===== src/rtl/nn_layer_sequencer_if.sv =====
// Avalon-MM register port of the NN layer sequencer.
// The HPS lightweight bridge is the master; the sequencer is the slave.
interface nn_layer_sequencer_if;
    logic [1:0]  address;
    logic        chipselect;
    logic        write_n;
    logic [31:0] writedata;
    logic [31:0] readdata;

    modport master (
        output address, chipselect, write_n, writedata,
        input  readdata
    );

    modport slave (
        input  address, chipselect, write_n, writedata,
        output readdata
    );
endinterface


===== src/rtl/nn_layer_sequencer.sv =====
// Layer-by-layer start/done sequencer for the NN processing units.
// Define NN_LAYER_SEQ_IRQ_EN to add the sticky irq output and CTRL irq bits.
module nn_layer_sequencer #(
    parameter int NUM_UNITS = 7,
    parameter int LAYER_W   = 4,
    parameter int TIMEOUT_W = 24
) (
    input  logic                 clk,
    input  logic                 reset,
    nn_layer_sequencer_if.slave  avs,
    input  logic [NUM_UNITS-1:0] done_in,
    output logic [NUM_UNITS-1:0] unit_start,
    output logic [LAYER_W-1:0]   layer_idx,
    output logic                 busy
`ifdef NN_LAYER_SEQ_IRQ_EN
    ,
    output logic                 irq
`endif
);

    typedef enum logic [2:0] {
        S_IDLE   = 3'd0,
        S_LAUNCH = 3'd1,
        S_WAIT   = 3'd2,
        S_NEXT   = 3'd3,
        S_FINISH = 3'd4,
        S_ERROR  = 3'd5
    } state_e;

    state_e               state_q, state_d;
    logic [NUM_UNITS-1:0] mask_q, mask_d;
    logic [LAYER_W-1:0]   nl_q, nl_d;
    logic [TIMEOUT_W-1:0] tmo_q, tmo_d;
    logic [TIMEOUT_W-1:0] timer_q, timer_d;
    logic [LAYER_W-1:0]   layer_q, layer_d;
    logic [NUM_UNITS-1:0] seen_q, seen_d;
    logic [NUM_UNITS-1:0] done_in_q;
    logic                 dflag_q, dflag_d;
    logic                 terr_q, terr_d;
    logic                 abrt_q, abrt_d;
    logic [31:0]          rdata_q, rdata_d;
    logic                 wr, wr_ctrl, idle;
    logic                 start_req, abort_req;
    logic [NUM_UNITS-1:0] edges;
    logic                 unused_wd;

    assign wr        = avs.chipselect & ~avs.write_n;
    assign wr_ctrl   = wr & (avs.address == 2'd0);
    assign abort_req = wr_ctrl & avs.writedata[1];
    assign start_req = wr_ctrl & avs.writedata[0] & ~avs.writedata[1];
    assign idle      = (state_q == S_IDLE);
    // Only rising edges count, so a level held from a previous layer is ignored.
    assign edges     = done_in & ~done_in_q & mask_q;
    assign unused_wd = ^avs.writedata;

    always_comb begin
        state_d    = state_q;
        mask_d     = mask_q;
        nl_d       = nl_q;
        tmo_d      = tmo_q;
        timer_d    = timer_q;
        layer_d    = layer_q;
        seen_d     = seen_q;
        dflag_d    = dflag_q;
        terr_d     = terr_q;
        abrt_d     = abrt_q;
        unit_start = '0;
        if (idle && wr && avs.address == 2'd1) begin
            mask_d = avs.writedata[NUM_UNITS-1:0];
            nl_d   = avs.writedata[8 +: LAYER_W];
        end
        if (idle && wr && avs.address == 2'd3) begin
            tmo_d = avs.writedata[TIMEOUT_W-1:0];
        end
        if (abort_req && !idle) begin
            state_d = S_IDLE;
            abrt_d  = 1'b1;
        end else begin
            unique case (state_q)
                S_IDLE: begin
                    if (start_req) begin
                        if (mask_q != '0 && nl_q != '0) begin
                            dflag_d = 1'b0;
                            terr_d  = 1'b0;
                            abrt_d  = 1'b0;
                            seen_d  = '0;
                            layer_d = '0;
                            state_d = S_LAUNCH;
                        end else begin
                            dflag_d = 1'b1;
                        end
                    end
                end
                S_LAUNCH: begin
                    unit_start = mask_q;
                    timer_d    = '0;
                    state_d    = S_WAIT;
                end
                S_WAIT: begin
                    seen_d  = seen_q | edges;
                    timer_d = timer_q + TIMEOUT_W'(1);
                    if ((seen_q | edges) == mask_q) begin
                        state_d = S_NEXT;
                    end else if (tmo_q != '0 &&
                                 timer_q == tmo_q - TIMEOUT_W'(1)) begin
                        state_d = S_ERROR;
                    end
                end
                S_NEXT: begin
                    if (layer_q == nl_q - LAYER_W'(1)) begin
                        state_d = S_FINISH;
                    end else begin
                        layer_d = layer_q + LAYER_W'(1);
                        seen_d  = '0;
                        state_d = S_LAUNCH;
                    end
                end
                S_FINISH: begin
                    dflag_d = 1'b1;
                    state_d = S_IDLE;
                end
                S_ERROR: begin
                    terr_d  = 1'b1;
                    state_d = S_IDLE;
                end
                default: state_d = S_IDLE;
            endcase
        end
    end

    always_ff @(posedge clk) begin
        if (reset) begin
            state_q   <= S_IDLE;
            mask_q    <= '0;
            nl_q      <= '0;
            tmo_q     <= '0;
            timer_q   <= '0;
            layer_q   <= '0;
            seen_q    <= '0;
            done_in_q <= '0;
            dflag_q   <= 1'b0;
            terr_q    <= 1'b0;
            abrt_q    <= 1'b0;
            rdata_q   <= '0;
        end else begin
            state_q   <= state_d;
            mask_q    <= mask_d;
            nl_q      <= nl_d;
            tmo_q     <= tmo_d;
            timer_q   <= timer_d;
            layer_q   <= layer_d;
            seen_q    <= seen_d;
            done_in_q <= done_in;
            dflag_q   <= dflag_d;
            terr_q    <= terr_d;
            abrt_q    <= abrt_d;
            rdata_q   <= rdata_d;
        end
    end

`ifdef NN_LAYER_SEQ_IRQ_EN
    logic irq_en_q, irq_q, irq_set;

    assign irq_set = irq_en_q &&
                     (state_d == S_FINISH || state_d == S_ERROR);

    always_ff @(posedge clk) begin
        if (reset) begin
            irq_en_q <= 1'b0;
            irq_q    <= 1'b0;
        end else begin
            if (wr_ctrl) irq_en_q <= avs.writedata[2];
            if (irq_set) irq_q <= 1'b1;
            else if (wr_ctrl && avs.writedata[3]) irq_q <= 1'b0;
        end
    end

    assign irq = irq_q;
`endif

    always_comb begin
        rdata_d = '0;
        unique case (avs.address)
            2'd0: begin
                rdata_d[0] = ~idle;
`ifdef NN_LAYER_SEQ_IRQ_EN
                rdata_d[2] = irq_en_q;
                rdata_d[3] = irq_q;
`endif
            end
            2'd1: begin
                rdata_d[NUM_UNITS-1:0] = mask_q;
                rdata_d[8 +: LAYER_W]  = nl_q;
            end
            2'd2: begin
                rdata_d[2:0]            = state_q;
                rdata_d[3]              = dflag_q;
                rdata_d[4]              = terr_q;
                rdata_d[5]              = abrt_q;
                rdata_d[8 +: LAYER_W]   = layer_q;
                rdata_d[16 +: NUM_UNITS] = seen_q;
            end
            2'd3: rdata_d[TIMEOUT_W-1:0] = tmo_q;
        endcase
    end

    assign avs.readdata = rdata_q;
    assign layer_idx    = layer_q;
    assign busy         = ~idle;

endmodule

===== src/flat_wrapper.sv =====
// flat-port wrapper written by rule: the top's interface ports become plain ports
module nn_layer_sequencer_flat 
#(
    parameter int NUM_UNITS = 7,
    parameter int LAYER_W   = 4,
    parameter int TIMEOUT_W = 24
)
  (clk, reset, done_in, unit_start, layer_idx, busy, avs_address, avs_chipselect, avs_write_n, avs_writedata, avs_readdata);
  nn_layer_sequencer_if avs_i ();
  input  logic clk;
  input  logic reset;
  input  logic [NUM_UNITS-1:0] done_in;
  output logic [NUM_UNITS-1:0] unit_start;
  output logic [LAYER_W-1:0] layer_idx;
  output logic busy;
  input wire logic [$bits(avs_i.address)-1:0] avs_address;
  input wire logic [$bits(avs_i.chipselect)-1:0] avs_chipselect;
  input wire logic [$bits(avs_i.write_n)-1:0] avs_write_n;
  input wire logic [$bits(avs_i.writedata)-1:0] avs_writedata;
  output wire logic [$bits(avs_i.readdata)-1:0] avs_readdata;
  assign avs_i.address = avs_address;
  assign avs_i.chipselect = avs_chipselect;
  assign avs_i.write_n = avs_write_n;
  assign avs_i.writedata = avs_writedata;
  assign avs_readdata = avs_i.readdata;
  nn_layer_sequencer #(.NUM_UNITS(NUM_UNITS), .LAYER_W(LAYER_W), .TIMEOUT_W(TIMEOUT_W)) u_core (.clk(clk), .reset(reset), .avs(avs_i), .done_in(done_in), .unit_start(unit_start), .layer_idx(layer_idx), .busy(busy));
endmodule

===== config.mk =====
export PLATFORM = sky130hd
export DESIGN_NAME = nn_layer_sequencer_flat
export DESIGN_NICKNAME = d
export VERILOG_FILES = /design/src/rtl/nn_layer_sequencer_if.sv /design/src/rtl/nn_layer_sequencer.sv /design/src/flat_wrapper.sv
export SDC_FILE = /design/constraint.sdc
export NUM_CORES = 1
export LEC_CHECK = 0
export ABC_CLOCK_PERIOD_IN_PS = 2650
export CORE_MARGIN = 5
export CORE_UTILIZATION = 48
export DETAILED_ROUTE_END_ITERATION = 7
export GPL_ROUTABILITY_DRIVEN = 0
export HOLD_SLACK_MARGIN = 0.02
export PLACE_DENSITY = 0.86
export SKIP_CTS_REPAIR_TIMING = 1
export SLEW_MARGIN = 20
export SYNTH_ARGS = -nofsm -noshare
export SYNTH_HDL_FRONTEND = slang
export SYNTH_SLANG_ARGS = --single-unit

===== constraint.sdc =====
create_clock -name clk -period 2.65 [get_ports clk]
set_input_delay 0.53 -clock clk [delete_from_list [all_inputs] [get_ports clk]]
set_output_delay 0.53 -clock clk [all_outputs]
set_load 0.1 [all_outputs]

==> impl_metrics.toml, run 1 <==
[final_layout]
finish.net_count = 781
drive_gt1_share_pct = 19.0
final.fill_count = 837
antenna_cells = 0
syn_to_final_growth_pct = 27.1
final_cell_mix = "104 x dfxtp_1, 79 x nor2_1, 76 x nand2_1, 73 x buf_4, 34 x a21oi_1"
final_util_pct = 62.5
layout_commonest_cell = "dfxtp_1"

[yosys]
syn_area_per_cell_um2 = 8.41
synth_top_family_by_area = "simple AND/OR/NAND/NOR gates"
synth_edf_count = 0
synth_compound_area_share_pct = 11.9
async_flop_share_pct = 0
syn_inst = 640
synth_fa_ha_area_share_pct = 1.16
syn-cell-area_um2 = 5380
synth_xor_area_share_pct = 9.12
ys_ff_latch = 107
synth_flop_cell = "dfxtp_1"
muxShareOfSynthArea_pct = 5.81
synth_cell_type_count = 62
synth_warnings = 0
ys_seq_area_share_pct = 39.8
synth_simple_gate_area_share_pct = 27.0

[power_and_ir_drop]
p_clk_share_pct = 37.0
power_density_nw_per_um2 = 536
p_leak_nw = 2.80
sequentialPowerShare_pct = 45.7
p_switching_w = 0.00103
comb_power_share_pct = 17.3
swShare_pct = 28.0
ir_drop_v = 0.000495
p_int_w = 0.00264
power_w = 0.00366

[clock_tree]
clock-sinks = 107
clk_pin_slew_ns = 0.07
cts.htree.levels = 3
clk_latency_ns = 0.35
cts_buffers = 9
clk_path_buf_depth = 2
root_buffer = "clkbuf_16"
cts_tree = "done"

[setup_path]
cp.depth = 6
worstSetupPathType = "input pin to output pin"
crit_path_end_kind = "output pin"
critPathRequiredTime_ns = 2.12
cpPeakStageDelay_ns = 0.43
critPathBufInv = 2
rr_worst_depth = 8
crit_chain = "clkdlybuf4s50_1, nor4b_4, and2_4, nor3b_4, and2_2, buf_12"
worstPathMaxFanout = 8
arrival_ns = 2.07
path_delay_family = "simple AND/OR/NAND/NOR gates"
crit_path_top_delay_cell = "clkdlybuf4s50_1"
cp-start-kind = "input pin"

[placement]
port_buffers = 72
place_hpwl_um = 11100
place_ws_ns = -0.405

[timing]
setup_violations = 0
skew_ns = 0.00661
final.setup.tns_ns = 0
rsz0062_at_grt = "true"
drv_slew = 0
tightest_slew_ns = 0.691
maxClockFrequency_mhz = 385
min_period_over_period_pct = 97.9
hold_violations = 0
max_slew_margin_pct = 53.5
finalWorstSetupSlack_ns = 0.0546
timing.final.crit_period_ns = 2.60

[route]
drt_iter0_drc = 550
vias_per_cell = 5.87
drc = 0
wirelength_um = 15400
num_vias = 5139
wire_per_inst_um = 17.6
detail-route-antenna-nets = 0
drt_first_pass_iters = 5

[global_routing]
antenna_found_initial = 0
grt_util_all_layers_pct = 22.4
overflow = 0
grt_pass1_vias = 5023
grt_max_degree = 35
grt_pass1_wl_um = 24100

[die]
core_area_um2 = 10900
start_util_pct = 49.2
die_h_um = 116
ios = 89
fp-row-count = 38
die_x_um = 116
dieArea_um2 = 13400

[flow_run]
drv_cap = 0

[run_status]
status = "complete, no violations"

[min_path]
hp-class = "register to register"
whs_path_depth = 2
[synthesized netlist by cell type, types with 4 or more instances]
| cell type | instances | area (um^2) |
|---|---|---|
| a211o_1 | 4 | 35.0 |
| a21oi_1 | 34 | 170 |
| a22oi_1 | 13 | 97.6 |
| a31oi_1 | 12 | 75.1 |
| and2_1 | 12 | 75.1 |
| and3_1 | 14 | 87.6 |
| buf_1 | 4 | 15.0 |
| buf_2 | 4 | 20.0 |
| buf_4 | 8 | 60.1 |
| clkbuf_1 | 27 | 101 |
| dfxtp_1 | 107 | 2140 |
| ha_1 | 5 | 62.6 |
| inv_1 | 19 | 71.3 |
| mux2_2 | 10 | 113 |
| mux2i_1 | 20 | 200 |
| nand2_1 | 76 | 285 |
| nand3_1 | 15 | 75.1 |
| nand4_1 | 10 | 62.6 |
| nor2_1 | 79 | 297 |
| nor2b_1 | 19 | 119 |
| nor3_1 | 14 | 70.1 |
| nor4_1 | 9 | 56.3 |
| o21ai_0 | 9 | 45.0 |
| or3_1 | 8 | 50.1 |
| xnor2_1 | 24 | 210 |
| xor2_1 | 32 | 280 |
[cells by family (layout without fill, tap and decap cells)]
group,Yosys count,in the layout
other,1,8
flip-flops,107,107
AO/OA/AOI/OAI,95,95
adder cells (fa/ha/maj),5,5
XOR/XNOR,56,56
AND/OR/NAND/NOR,283,283
buffers and inverters,63,152
multiplexers,30,30
[stage by stage]
step	std cells	hold slack, ns	instance area, um^2
final	876	0.495	6840
after floorplan	647	0.436	5420
after detailed placement	857	0.477	6430
after global placement	857	0.464	6430
after CTS	873	0.493	6740
after global routing	876	0.519	6840
[registers in the layout, summed over array words and instances, names as in the netlist]
register / flops
u_core.done_in_q: 7
u_core.nl_q: 4
u_core.timer_q: 24
u_core.abrt_q: 1
u_core.seen_q: 7
u_core.state_q: 3
u_core.tmo_q: 24
u_core.dflag_q: 1
u_core.terr_q: 1
u_core.mask_q: 7
u_core.layer_idx: 4
u_core.avs.readdata: 24
[final cells by class]
type                            count  area (um^2)  share of cell area (%)
Inverter                           19         71.3                    1.04
Multi-Input combinational cell    477         3070                    44.9
Clock inverter                      6         73.8                    1.08
Clock buffer                       10          229                    3.35
Timing Repair Buffer              117         1070                    15.7
Sequential cell                   107         2150                    31.4
Tap cell                          140          175                    2.56
[final timing paths]
path | from | slack, ns | end
hold reg to reg | u_core.dflag_q | 0.49 | u_core.dflag_q
setup / recovery | avs_chipselect | 0.05 | unit_start[5]
hold / removal | u_core.dflag_q | 0.49 | u_core.dflag_q
setup reg to reg | u_core.tmo_q[2] | 0.07 | u_core.state_q[0]
[power groups by stage]
stage	Sequential, W	Combinational [W]	Clock [W]
floorplan	0.00172	0.000394	0
global placement	0.00170	0.000572	0
detailed placement	0.00171	0.000592	0
CTS	0.00167	0.000600	0.00137
global route	0.00168	0.000672	0.00144
finish	0.00167	0.000633	0.00136
[routing by layer]
metal | share of wire, % | GRT usage (%) | routed length, um
met3 | 9.5 | 5.01 | 1460
met5 | 0 | 0 | 0
met2 | 49 | 37.7 | 7510
met1 | 39 | 28.4 | 6040
met4 | 2.6 | 7.19 | 395
[tightest hold or removal path: stages (launching register included)]
cell and delay [ns]:
dfxtp_1 0.34, nor2_1 0.05, nor2_1 0.08
Note: power is estimated with default switching activity, not from simulation.
==> run 2: changes to the inputs <==
CORE_UTILIZATION = 55   (was 48)
CTS_BUF_LIST = sky130_fd_sc_hd__clkbuf_4 sky130_fd_sc_hd__clkbuf_8 sky130_fd_sc_hd__clkbuf_16   (was default)
DONT_BUFFER_PORTS = 1   (was default)
PLACE_DENSITY = 0.83   (was 0.86)
==> impl_metrics.toml, run 2 (synthesized netlist as in run 1, its figures left out) <==
[placement]
place_ws_ns = -0.0553
dpl.cell_count = 791
place_hpwl_um = 10200
port_buffers = 0

[final_layout]
final_util_pct = 64.4
syn_to_final_growth_pct = 15.3
final_cell_mix = "104 x dfxtp_1, 79 x nor2_1, 76 x nand2_1, 52 x buf_4, 34 x a21oi_1"
layout_commonest_cell = "dfxtp_1"
final.fill_count = 775
drive_gt1_share_pct = 17.7
ff_latch_area_um2 = 2150
finish.net_count = 723
multi_input_area_um2 = 3080
antenna_cells = 0
final_cell_count_no_fill = 811

[global_routing]
grt_pass1_wl_um = 22600
overflow = 0
grt_util_all_layers_pct = 23.8
grt_pass1_vias = 4706
antenna_found_initial = 0
grt_max_degree = 65

[route]
wirelength_um = 14200
wl_met2_um = 6900
wl_met3_um = 1280
detail-route-antenna-nets = 0
drt_first_pass_iters = 6
wire_per_inst_um = 17.5
drc = 0
wirelength_met1_um = 5590
num_vias = 4850
drt_iter0_drc = 396
top_layer_used = "met4"
vias_per_cell = 5.98

[power_and_ir_drop]
p_clk_share_pct = 32.4
p_int_w = 0.00222
swShare_pct = 31.5
comb_power_share_pct = 15.9
p_switching_w = 0.00102
sequentialPowerShare_pct = 51.7
power_density_nw_per_um2 = 521
p_leak_nw = 2.49
ir_drop_v = 0.000338

[min_path]
whs_path_depth = 1
hp-class = "input pin to register"

[setup_path]
arrival_ns = 2.88
worstPathMaxFanout = 5
rr_worst_depth = 10
cp-start-kind = "register"
critPathRequiredTime_ns = 2.94
crit_path_end_kind = "register"
worstSetupPathType = "register to register"

[timing]
skew_ns = 0.0172
hold_violations = 0
finalWorstSetupSlack_ns = 0.0527
setup_violations = 0
whs_ns = 0.202
min_period_over_period_pct = 98.0
rsz0062_at_grt = "true"
max_slew_margin_pct = 47.4
timing.final.crit_period_ns = 2.60
drv_slew = 0
maxClockFrequency_mhz = 385
tightest_slew_ns = 0.770

[clock_tree]
clk_latency_ns = 0.39
clk_pin_slew_ns = 0.11
cts.htree.levels = 3
clk_path_buf_depth = 2
clock-sinks = 107
cts_buffers = 9
cts_tree = "done"
root_buffer = "clkbuf_8"

[die]
die_h_um = 109
start_util_pct = 55.8
die_x_um = 109
ios = 89
dieArea_um2 = 11900
fp-row-count = 36
core_area_um2 = 9640

[run_status]
status = "complete, no violations"

[flow_run]
drv_cap = 0
run 2: critical path: stages, from the launching register on:
cell and delay (ns):
dfxtp_2 0.36, inv_1 0.06, ha_2 0.19, nor4b_4 0.42, nand4b_4 0.16, or3_1 0.32, a31oi_1 0.16, o21ai_1 0.11
a22oi_2 0.29, nand3_2 0.13, a2111oi_4 0.31
run 2: routing by layer:
metal	track usage [%]	vias to the layer above
li1	-	2253
met1	29.3	2284
met2	39.0	260
met3	7.05	53
met4	9.65	0
met5	0	-
run 2: final timing paths:
kind / to / startpoint / slack (ns)
min reg2reg: u_core.dflag_q / u_core.dflag_q / 0.49
max: u_core.state_q[0] / u_core.tmo_q[1] / 0.05
min: u_core.tmo_q[17] / reset / 0.20
max reg2reg: u_core.state_q[0] / u_core.tmo_q[1] / 0.05
run 2: metrics by stage:
step | TNS (ns) | cell area (um^2) | power, W
global route | -0.00445 | 6200 | 0.00335
floorplan | 0 | 5420 | 0.00211
finish | 0 | 6200 | 0.00323
detailed placement | -0.0553 | 5880 | 0.00217
CTS | -0.116 | 6100 | 0.00320
global placement | 0 | 5880 | 0.00216
run 2: layout make-up:
type                       count  area share (%)
multi-input combinational    477            49.6
timing repair buffer          59            8.55
clock buffer                   9            2.00
tap                          133            2.68
clock inverter                 7            1.43
inverter                      19            1.15
sequential                   107            34.6
run 2: power groups by stage:
stage,combinational (W),sequential (W),clock [W]
floorplan,0.000394,0.00172,0
global placement,0.000449,0.00171,0
detailed placement,0.000465,0.00171,0
CTS,0.000470,0.00167,0.00106
global route,0.000546,0.00168,0.00113
finish,0.000513,0.00167,0.00105
